### src/rtl/column_scheduler_if.sv
// Bus between the audio level sampler/controller and the LED column scheduler.
// The master drives the sample stream and controls; the slave is the scheduler.
interface column_scheduler_if;
  logic [11:0] sample;
  logic        sample_valid;
  logic        run;
  logic        freeze;
  logic        set;
  logic [11:0] result;
  logic [3:0]  col_count;
  logic [3:0]  hold_level;
  logic        busy;

  modport master (
    output sample, sample_valid, run, freeze,
    input  set, result, col_count, hold_level, busy
  );

  modport slave (
    input  sample, sample_valid, run, freeze,
    output set, result, col_count, hold_level, busy
  );
endinterface

### src/rtl/column_scheduler.sv
// Reduces each column period of ADC samples to a bar level 0..14, issues one
// set pulse per period to the LED column shift register, and tracks peak hold.
module column_scheduler #(
  parameter int CYCLES_PER_COL = 2500000,
  parameter int HOLD_COLS      = 8,
  parameter int MIDSCALE       = 2048
) (
  input logic               clk,
  input logic               reset_n,
  column_scheduler_if.slave bus
);

  localparam logic [2:0] IDLE  = 3'd0;
  localparam logic [2:0] ACCUM = 3'd1;
  localparam logic [2:0] QUANT = 3'd2;
  localparam logic [2:0] ISSUE = 3'd3;
  localparam logic [2:0] GAP   = 3'd4;

  localparam int              TW        = $clog2(CYCLES_PER_COL);
  localparam logic [TW-1:0]   TICK_LAST = TW'(CYCLES_PER_COL - 4);
  localparam logic [11:0]     MID       = 12'(MIDSCALE);
  localparam logic [7:0]      HOLD_INIT = 8'(HOLD_COLS);

  logic [2:0]    state;
  logic [TW-1:0] tick;
  logic [11:0]   peak;
  logic [11:0]   dev;
  logic [3:0]    level;
  logic [3:0]    level_next;
  logic [3:0]    result_q;
  logic [3:0]    col_q;
  logic [3:0]    hold_q;
  logic [3:0]    hold_next;
  logic [7:0]    timer;
  logic [7:0]    timer_next;
  logic          issue;

  // Both branches fit in 12 bits: the larger deviation is MID itself.
  always_comb begin
    dev = 12'd0;
    if (bus.sample >= MID) dev = bus.sample - MID;
    else                   dev = MID - bus.sample;
  end

  assign level_next = (peak[11:7] > 5'd14) ? 4'd14 : peak[10:7];

  // The pulse and its data appear together during ISSUE and are committed
  // on the edge that ends it, so freeze and run are judged in ISSUE itself.
  assign issue = (state == ISSUE) && bus.run && !bus.freeze;

  always_comb begin
    hold_next  = hold_q;
    timer_next = timer;
    if (level >= hold_q) begin
      hold_next  = level;
      timer_next = HOLD_INIT;
    end else if (timer != 8'd0) begin
      timer_next = timer - 8'd1;
    end else if (hold_q != 4'd0) begin
      hold_next = hold_q - 4'd1;
    end
  end

  assign bus.set        = issue;
  assign bus.result     = issue ? {8'd0, level} : {8'd0, result_q};
  assign bus.col_count  = issue ? col_q + 4'd1 : col_q;
  assign bus.hold_level = issue ? hold_next : hold_q;
  assign bus.busy       = (state != IDLE);

  always_ff @(posedge clk) begin
    if (!reset_n) begin
      state    <= IDLE;
      tick     <= '0;
      peak     <= 12'd0;
      level    <= 4'd0;
      result_q <= 4'd0;
      col_q    <= 4'd0;
      hold_q   <= 4'd0;
      timer    <= 8'd0;
    end else begin
      case (state)
        IDLE: begin
          peak <= 12'd0;
          tick <= '0;
          if (bus.run) state <= ACCUM;
        end
        ACCUM: begin
          if (!bus.run) begin
            state <= IDLE;
            peak  <= 12'd0;
            tick  <= '0;
          end else begin
            if (bus.sample_valid && (dev > peak)) peak <= dev;
            tick <= tick + 1'b1;
            if (tick == TICK_LAST) state <= QUANT;
          end
        end
        QUANT: begin
          if (!bus.run) begin
            state <= IDLE;
          end else begin
            level <= level_next;
            state <= ISSUE;
          end
        end
        ISSUE: begin
          if (!bus.run) begin
            state <= IDLE;
          end else begin
            if (issue) begin
              result_q <= level;
              col_q    <= col_q + 4'd1;
              hold_q   <= hold_next;
              timer    <= timer_next;
            end
            state <= GAP;
          end
        end
        GAP: begin
          peak  <= 12'd0;
          tick  <= '0;
          state <= bus.run ? ACCUM : IDLE;
        end
        default: state <= IDLE;
      endcase
    end
  end

endmodule

### src/flat_wrapper.sv
// flat-port wrapper written by rule: the top's interface ports become plain ports
module column_scheduler_flat 
#(
  parameter int CYCLES_PER_COL = 2500000,
  parameter int HOLD_COLS      = 8,
  parameter int MIDSCALE       = 2048
)
  (clk, reset_n, bus_sample, bus_sample_valid, bus_run, bus_freeze, bus_set, bus_result, bus_col_count, bus_hold_level, bus_busy);
  column_scheduler_if bus_i ();
  input logic clk;
  input logic reset_n;
  input wire logic [$bits(bus_i.sample)-1:0] bus_sample;
  input wire logic [$bits(bus_i.sample_valid)-1:0] bus_sample_valid;
  input wire logic [$bits(bus_i.run)-1:0] bus_run;
  input wire logic [$bits(bus_i.freeze)-1:0] bus_freeze;
  output wire logic [$bits(bus_i.set)-1:0] bus_set;
  output wire logic [$bits(bus_i.result)-1:0] bus_result;
  output wire logic [$bits(bus_i.col_count)-1:0] bus_col_count;
  output wire logic [$bits(bus_i.hold_level)-1:0] bus_hold_level;
  output wire logic [$bits(bus_i.busy)-1:0] bus_busy;
  assign bus_i.sample = bus_sample;
  assign bus_i.sample_valid = bus_sample_valid;
  assign bus_i.run = bus_run;
  assign bus_i.freeze = bus_freeze;
  assign bus_set = bus_i.set;
  assign bus_result = bus_i.result;
  assign bus_col_count = bus_i.col_count;
  assign bus_hold_level = bus_i.hold_level;
  assign bus_busy = bus_i.busy;
  column_scheduler #(.CYCLES_PER_COL(CYCLES_PER_COL), .HOLD_COLS(HOLD_COLS), .MIDSCALE(MIDSCALE)) u_core (.clk(clk), .reset_n(reset_n), .bus(bus_i));
endmodule
### config.mk
export PLATFORM = sky130hd
export DESIGN_NAME = column_scheduler_flat
export DESIGN_NICKNAME = d
export VERILOG_FILES = /design/src/rtl/column_scheduler_if.sv /design/src/rtl/column_scheduler.sv /design/src/flat_wrapper.sv
export SDC_FILE = /design/constraint.sdc
export NUM_CORES = 1
export LEC_CHECK = 0
export CAP_MARGIN = 20
export CORE_UTILIZATION = 61
export CTS_CLUSTER_SIZE = 14
export DETAILED_ROUTE_END_ITERATION = 10
export PLACE_DENSITY = 0.85
export SYNTH_ARGS = -nofsm -noshare
export SYNTH_HDL_FRONTEND = slang
export SYNTH_SLANG_ARGS = --single-unit
### constraint.sdc
create_clock -name clk -period 7.6 [get_ports clk]
set_input_delay 0.76 -clock clk [delete_from_list [all_inputs] [get_ports clk]]
set_output_delay 0.76 -clock clk [all_outputs]
set_load 0.05 [all_outputs]
==> results of run 1 <==
cell usage after synthesis (all sizes together) (2+ instances only):
master / n
a21o: 2
a21oi: 29
a22oi: 3
a311oi: 11
a31oi: 8
a41oi: 4
and2: 14
and3: 7
and4: 3
buf: 11
clkbuf: 20
dfxtp: 61
ha: 22
inv: 36
mux2i: 3
nand2: 43
nand2b: 3
nand3: 13
nand4: 9
nand4b: 3
nor2: 33
nor2b: 6
nor3: 13
nor3b: 2
nor4: 6
nor4b: 3
o2111ai: 3
o211ai: 2
o21a: 3
o21ai: 18
o221a: 3
o22ai: 2
o311a: 2
o32ai: 11
or2: 4
or3: 6
or4: 3
xnor2: 11
xor2: 4
area by class of cell:
class                   count  area (um^2)
clock inverters             1         30.0
inverters                  36          135
clock buffers              14          163
multi-input cells         330         2150
repair buffers             33          323
flip-flops and latches     61         1220
well taps                  72         90.1
fillers                   476         1490
routing by layer:
layer / vias to the layer above / wire length, um / global-route usage, %
li1: 1663 / - / -
met1: 1586 / 3820 / 35.2
met2: 141 / 3880 / 45.6
met3: 12 / 525 / 6.90
met4: 0 / 116 / 12.7
met5: - / 0 / 0
critical path: cells and delay by family:
family,cells,cell delay [ps]
compound gates,2,440
buf+inv,3,1780
simple gates,3,760
cells by family after synthesis:
group / count (synthesis) / synth area share [%]
AOI/OAI and AO/OA: 106 / 19.9
xor gates and xnor gates: 15 / 3.82
adders and majority gates: 22 / 7.58
buffers and inverters: 67 / 7.82
DFF: 61 / 33.6
muxes: 4 / 1.14
other: 1 / 0.103
and+or+nand+nor: 175 / 26.0
flip-flops by register name (all words and copies together), names as in the netlist:
name and count:
u_core.hold_q 4, u_core.level 4, u_core.peak 12, u_core.tick 22
u_core.result_q 4, u_core.timer 8, u_core.col_q 4, u_core.state 3
power breakdown:
group | switching (mW) | internal [mW] | total [mW]
clock network | 0.122 | 0.168 | 0.290
logic | 0.0507 | 0.0293 | 0.0799
registers | 0.00229 | 0.321 | 0.324
total | 0.175 | 0.519 | 0.693
path summary, 6_finish.rpt:
check | depth (start not counted) | slack [ps] | start | end
worst max-delay path | 8 | 3090 | bus_run | bus_hold_level[1]
worst min-delay path | 2 | 490 | u_core.peak[0]$_SDFFE_PN0P_ | u_core.peak[0]$_SDFFE_PN0P_
worst max register to register | 8 | 4760 | u_core.level[0]$_SDFFE_PN0P_ | u_core.hold_q[1]$_SDFFE_PN0P_
worst min register to register | 2 | 490 | u_core.peak[0]$_SDFFE_PN0P_ | u_core.peak[0]$_SDFFE_PN0P_
==> results.cfg, run 1 <==
[status]
outcome = completed

[yosys]
netlist_top_cells_area = dfxtp_1 34%, ha_1 7.6%, nand2_1 4.4%, a21oi_1 4.0%, inv_1 3.7%
netlist_area_um2 = 3630
ys_types = 58
ys_seq_area_share_pct = 33.6
synth_ff_type = dfxtp_1
synth_top_area_share_pct = 33.6
synth_area_leader_cell = dfxtp_1
synth_seq_cells = 61
synthCells = 451
avgSynthCellArea_um2 = 8.05
async_reset_ff_share_pct = 0
yosysWarnings = 0
synth_edf_count = 0

[worst_setup_path]
crit_fanout = 20
required_ps = 6840
cp-end-kind = output port
cp_cell_sequence = clkdlybuf4s50_1 -> nor2b_1 -> nand3_1 -> or2_2 -> inv_1 -> o21a_1 -> o221a_2 -> clkdlybuf4s50_1
critPathKind = in -> out
start_kind = primary input
cp_slowest_cell = clkdlybuf4s50_1
crit_top_cell = clkdlybuf4s50_1
cp.arrival_ps = 3750
critPathMaxStageDelay_ps = 800

[clocking]
numCtsBuffers = 9
clk_latency_ps = 340
cts_buffer_depth = 2
clk_pin_slew_ps = 70
clock-sinks = 61
cts_tree = yes
postCtsSetupBuffers = 0
htreeDepth = 3
ctsHoldBuffers = 0
cts_resized = 0
clockRootBuffer = clkbuf_8

[layout]
drive_above_1_share_pct = 6.11
syn_to_final_growth_pct = 13.3
final_cell_mix = 61 x dfxtp_1, 43 x nand2_1, 36 x inv_1
num_antenna_cells = 0
nets = 510
final_util_pct = 73.4
final_cell_area_um2 = 4120
final_common_cell = dfxtp_1
instances_no_fill = 547

[place]
dp_cells = 532
pre_cts_ws_ps = 2940
place_area_um2 = 3920
gp_congestion = 0.855
port_buffers = 30
dpl.hpwl_mm = 5.70

[global_route]
gr-total-overflow = 0
antenna_found_initial = 0
grt.total_usage_pct = 28.2
grt_pass1_vias = 3213
grt_max_degree = 42
grt_pass1_wl_mm = 14.0

[floorplanning]
die_area_um2 = 6270
die_w_um = 79.2
core-area_um2 = 5610
rows = 27
start_util_pct = 64.8
io_pins = 39
die_h_um = 79.2

[timing]
fin_crit_ps = 4510
report.final.slew_viol_count = 0
skew_ps = 6.29
hold_viol_final = 0
setup_viol = 0
max-slew-margin-rel_pct = 41.4
whs_ps = 492
worst_pin_slew_ps = 875
period_share_pct = 59.4
finalWorstSetupSlack_ps = 3090
setup_tns_ps = 0
rsz0062_at_grt = no
timing.fmax_ghz = 0.222

[detailed_routing]
viasPerCell = 6.22
drtAntennaViolNets = 0
drc_errors = 0
vias = 3402
first_pass_iters = 4
avgRoutedWirePerCell_um = 15.3
drt_iter0_drc = 300
routed_wl_mm = 8.34

[power_and_ir_drop]
power_mw = 0.693
p_leak_nw = 1.54
peakVddDrop_v = 0.000121
powerDensity_nw_per_um2 = 169

[job]
maxCapViolCount = 0

[min_path]
hp-class = reg -> reg
No activity file was read; power rests on OpenSTA's default activity.
==> run 2: changes to the inputs <==
CORE_UTILIZATION = 57   (was 61)
PLACE_DENSITY = 0.8   (was 0.85)
clock period = 4.3 ns   (was 7.6 ns; I/O delays follow)
==> run 2 against run 1 <==
  * Cell count increased by 0.55%
  * Clock skew increased by 0.85 ps
  * First-iteration DRC count decreased by 52%
  * Combinational power increased by 73%
  * Sequential power increased by 77%
  * Highest routed layer unchanged
  * Critical path type is now in -> reg
  * Total power increased by 67%
==> results.cfg, run 2 (same netlist as run 1, synthesis figures left out) <==
[status]
outcome = completed

[job]
maxCapViolCount = 0

[detailed_routing]
drc_errors = 0
drt_iter0_drc = 144
vias = 3271
first_pass_iters = 4
avgRoutedWirePerCell_um = 14.4
drtAntennaViolNets = 0
routed_wl_mm = 7.93
viasPerCell = 5.95

[min_path]
min_to = u_core.peak[0]$_SDFFE_PN0P_
hp-start = u_core.peak[0]$_SDFFE_PN0P_
min_path_cells = 2
hp-class = reg -> reg

[timing]
worst_pin_slew_ps = 812
fin_crit_ps = 3940
report.final.slew_viol_count = 0
hold_viol_final = 0
period_share_pct = 91.7
setup_viol = 0
max-slew-margin-rel_pct = 45.7
skew_ps = 7.14
rsz0062_at_grt = no
finalWorstSetupSlack_ps = 359
setup_tns_ps = 0
timing.fmax_ghz = 0.254

[floorplanning]
rows = 28
die_h_um = 81.8
start_util_pct = 60.3
core-area_um2 = 6030
io_pins = 39
die_w_um = 81.8
die_area_um2 = 6700

[worst_setup_path]
cp-end-kind = register
cp_slowest_cell = or4_1
crit_top_cell = or4_1
reg2reg_depth = 8
critPathKind = in -> reg
cp.arrival_ps = 4210
rr_startpoint = u_core.level[0]$_SDFFE_PN0P_
start_kind = primary input
required_ps = 4560
crit_fanout = 12
cp.buffers_inverters = 2
regToRegSetupSlack_ps = 1700
r2r-end = u_core.hold_q[1]$_SDFFE_PN0P_
cp_cell_sequence = clkdlybuf4s50_1 -> or4_1 -> or4_1 -> or3_4 -> nor2b_4 -> xnor2_2 -> inv_1 -> ha_1 -> nand4_1 -> a211o_1 -> a31oi_1 -> nand3_1 -> o22ai_1
cp_top_family = simple AND/OR/NAND/NOR gates
critPathMaxStageDelay_ps = 550

[power_and_ir_drop]
p_sw_share_pct = 26.6
p_clk_share_pct = 38.8
p_comb_share_pct = 11.9
seq_power_share_pct = 49.3
peakVddDrop_v = 0.000200
p_leak_nw = 1.54
powerDensity_nw_per_um2 = 283
intPower_mw = 0.851
power.switching_mw = 0.309
power_mw = 1.16

[clocking]
clockRootBuffer = clkbuf_8
cts_buffer_depth = 2
numCtsBuffers = 9
clk_pin_slew_ps = 70
clk_latency_ps = 340
cts_tree = yes
cts_resized = 0
clock-sinks = 61
htreeDepth = 3
postCtsSetupBuffers = 0
ctsHoldBuffers = 0

[layout]
drive_above_1_share_pct = 6.53
top_register = u_core.tick
num_antenna_cells = 0
largestRegisters = u_core.tick: 22 flops, u_core.peak: 12 flops, u_core.timer: 8 flops
multi_input_area_um2 = 2150
final_cell_mix = 61 x dfxtp_1, 43 x nand2_1, 36 x inv_1
regArea_um2 = 1220
instances_no_fill = 550
final_common_cell = dfxtp_1
largest_register_ffs = 22
syn_to_final_growth_pct = 12.8
final_cell_area_um2 = 4100
fill_cells = 527
nets = 511

[global_route]
antenna_found_initial = 0
grt.total_usage_pct = 26.2
grt_pass1_vias = 3071
gr-total-overflow = 0
grt_pass1_wl_mm = 13.4
grt_max_degree = 42

[place]
dpl.hpwl_mm = 5.59
dp_cells = 536
place_area_um2 = 3930
port_buffers = 30
gp_congestion = 0.878
pre_cts_ws_ps = 37.5
run 2: cell count changes in the layout (fill, tap and decap cells not counted):
cell / change
clkbuf_1: -2
clkinv_2: +2
buf_4: +1
bufinv_16: -1
run 2: how the worst max path moves through the flow:
stage	from	to	cells after the start
2_1_floorplan	bus_sample[1]	u_core.peak[10]$_SDFFE_PN0P_	13
3_3_place_gp	bus_sample[1]	u_core.peak[0]$_SDFFE_PN0P_	13
3_5_place_dp	bus_sample[1]	u_core.peak[0]$_SDFFE_PN0P_	13
4_1_cts	bus_sample[1]	u_core.peak[0]$_SDFFE_PN0P_	13
5_1_grt	bus_sample[1]	u_core.peak[0]$_SDFFE_PN0P_	13
6_report	bus_sample[1]	u_core.peak[0]$_SDFFE_PN0P_	13
run 2: layout make-up:
cell class,count,share of cell area (%)
multi-input cells,330,52.5
flip-flops and latches,61,29.8
repair buffers,34,8.06
clock buffers,12,3.79
inverters,36,3.30
well taps,75,2.29
clock inverters,2,0.244
run 2: layer usage:
metal,up-vias,part of all wire (%),GRT usage (%)
li1,1667,-,-
met1,1509,46,31.4
met2,76,47,44.4
met3,19,4.8,5.00
met4,0,2.4,13.3
met5,-,0,0
run 2: metrics by stage:
stage,hold slack [ps],utilization [%]
floorplan,451,-
global placement,467,65.3
detailed placement,471,65.3
CTS,480,68.0
global route,505,68.0
finish,478,68.0
run 2: power by group through the flow:
stage / Sequential (mW) / Clock [mW] / Combinational, mW
floorplan: 0.582 / 0 / 0.104
global placement: 0.584 / 0 / 0.135
detailed placement: 0.584 / 0 / 0.137
CTS: 0.572 / 0.455 / 0.139
global route: 0.572 / 0.478 / 0.155
finish: 0.572 / 0.450 / 0.138
run 2: tightest hold or removal path: stages (launching register included):
cell and delay (ps):
dfxtp_1 310, nand2_1 50, o22ai_1 60
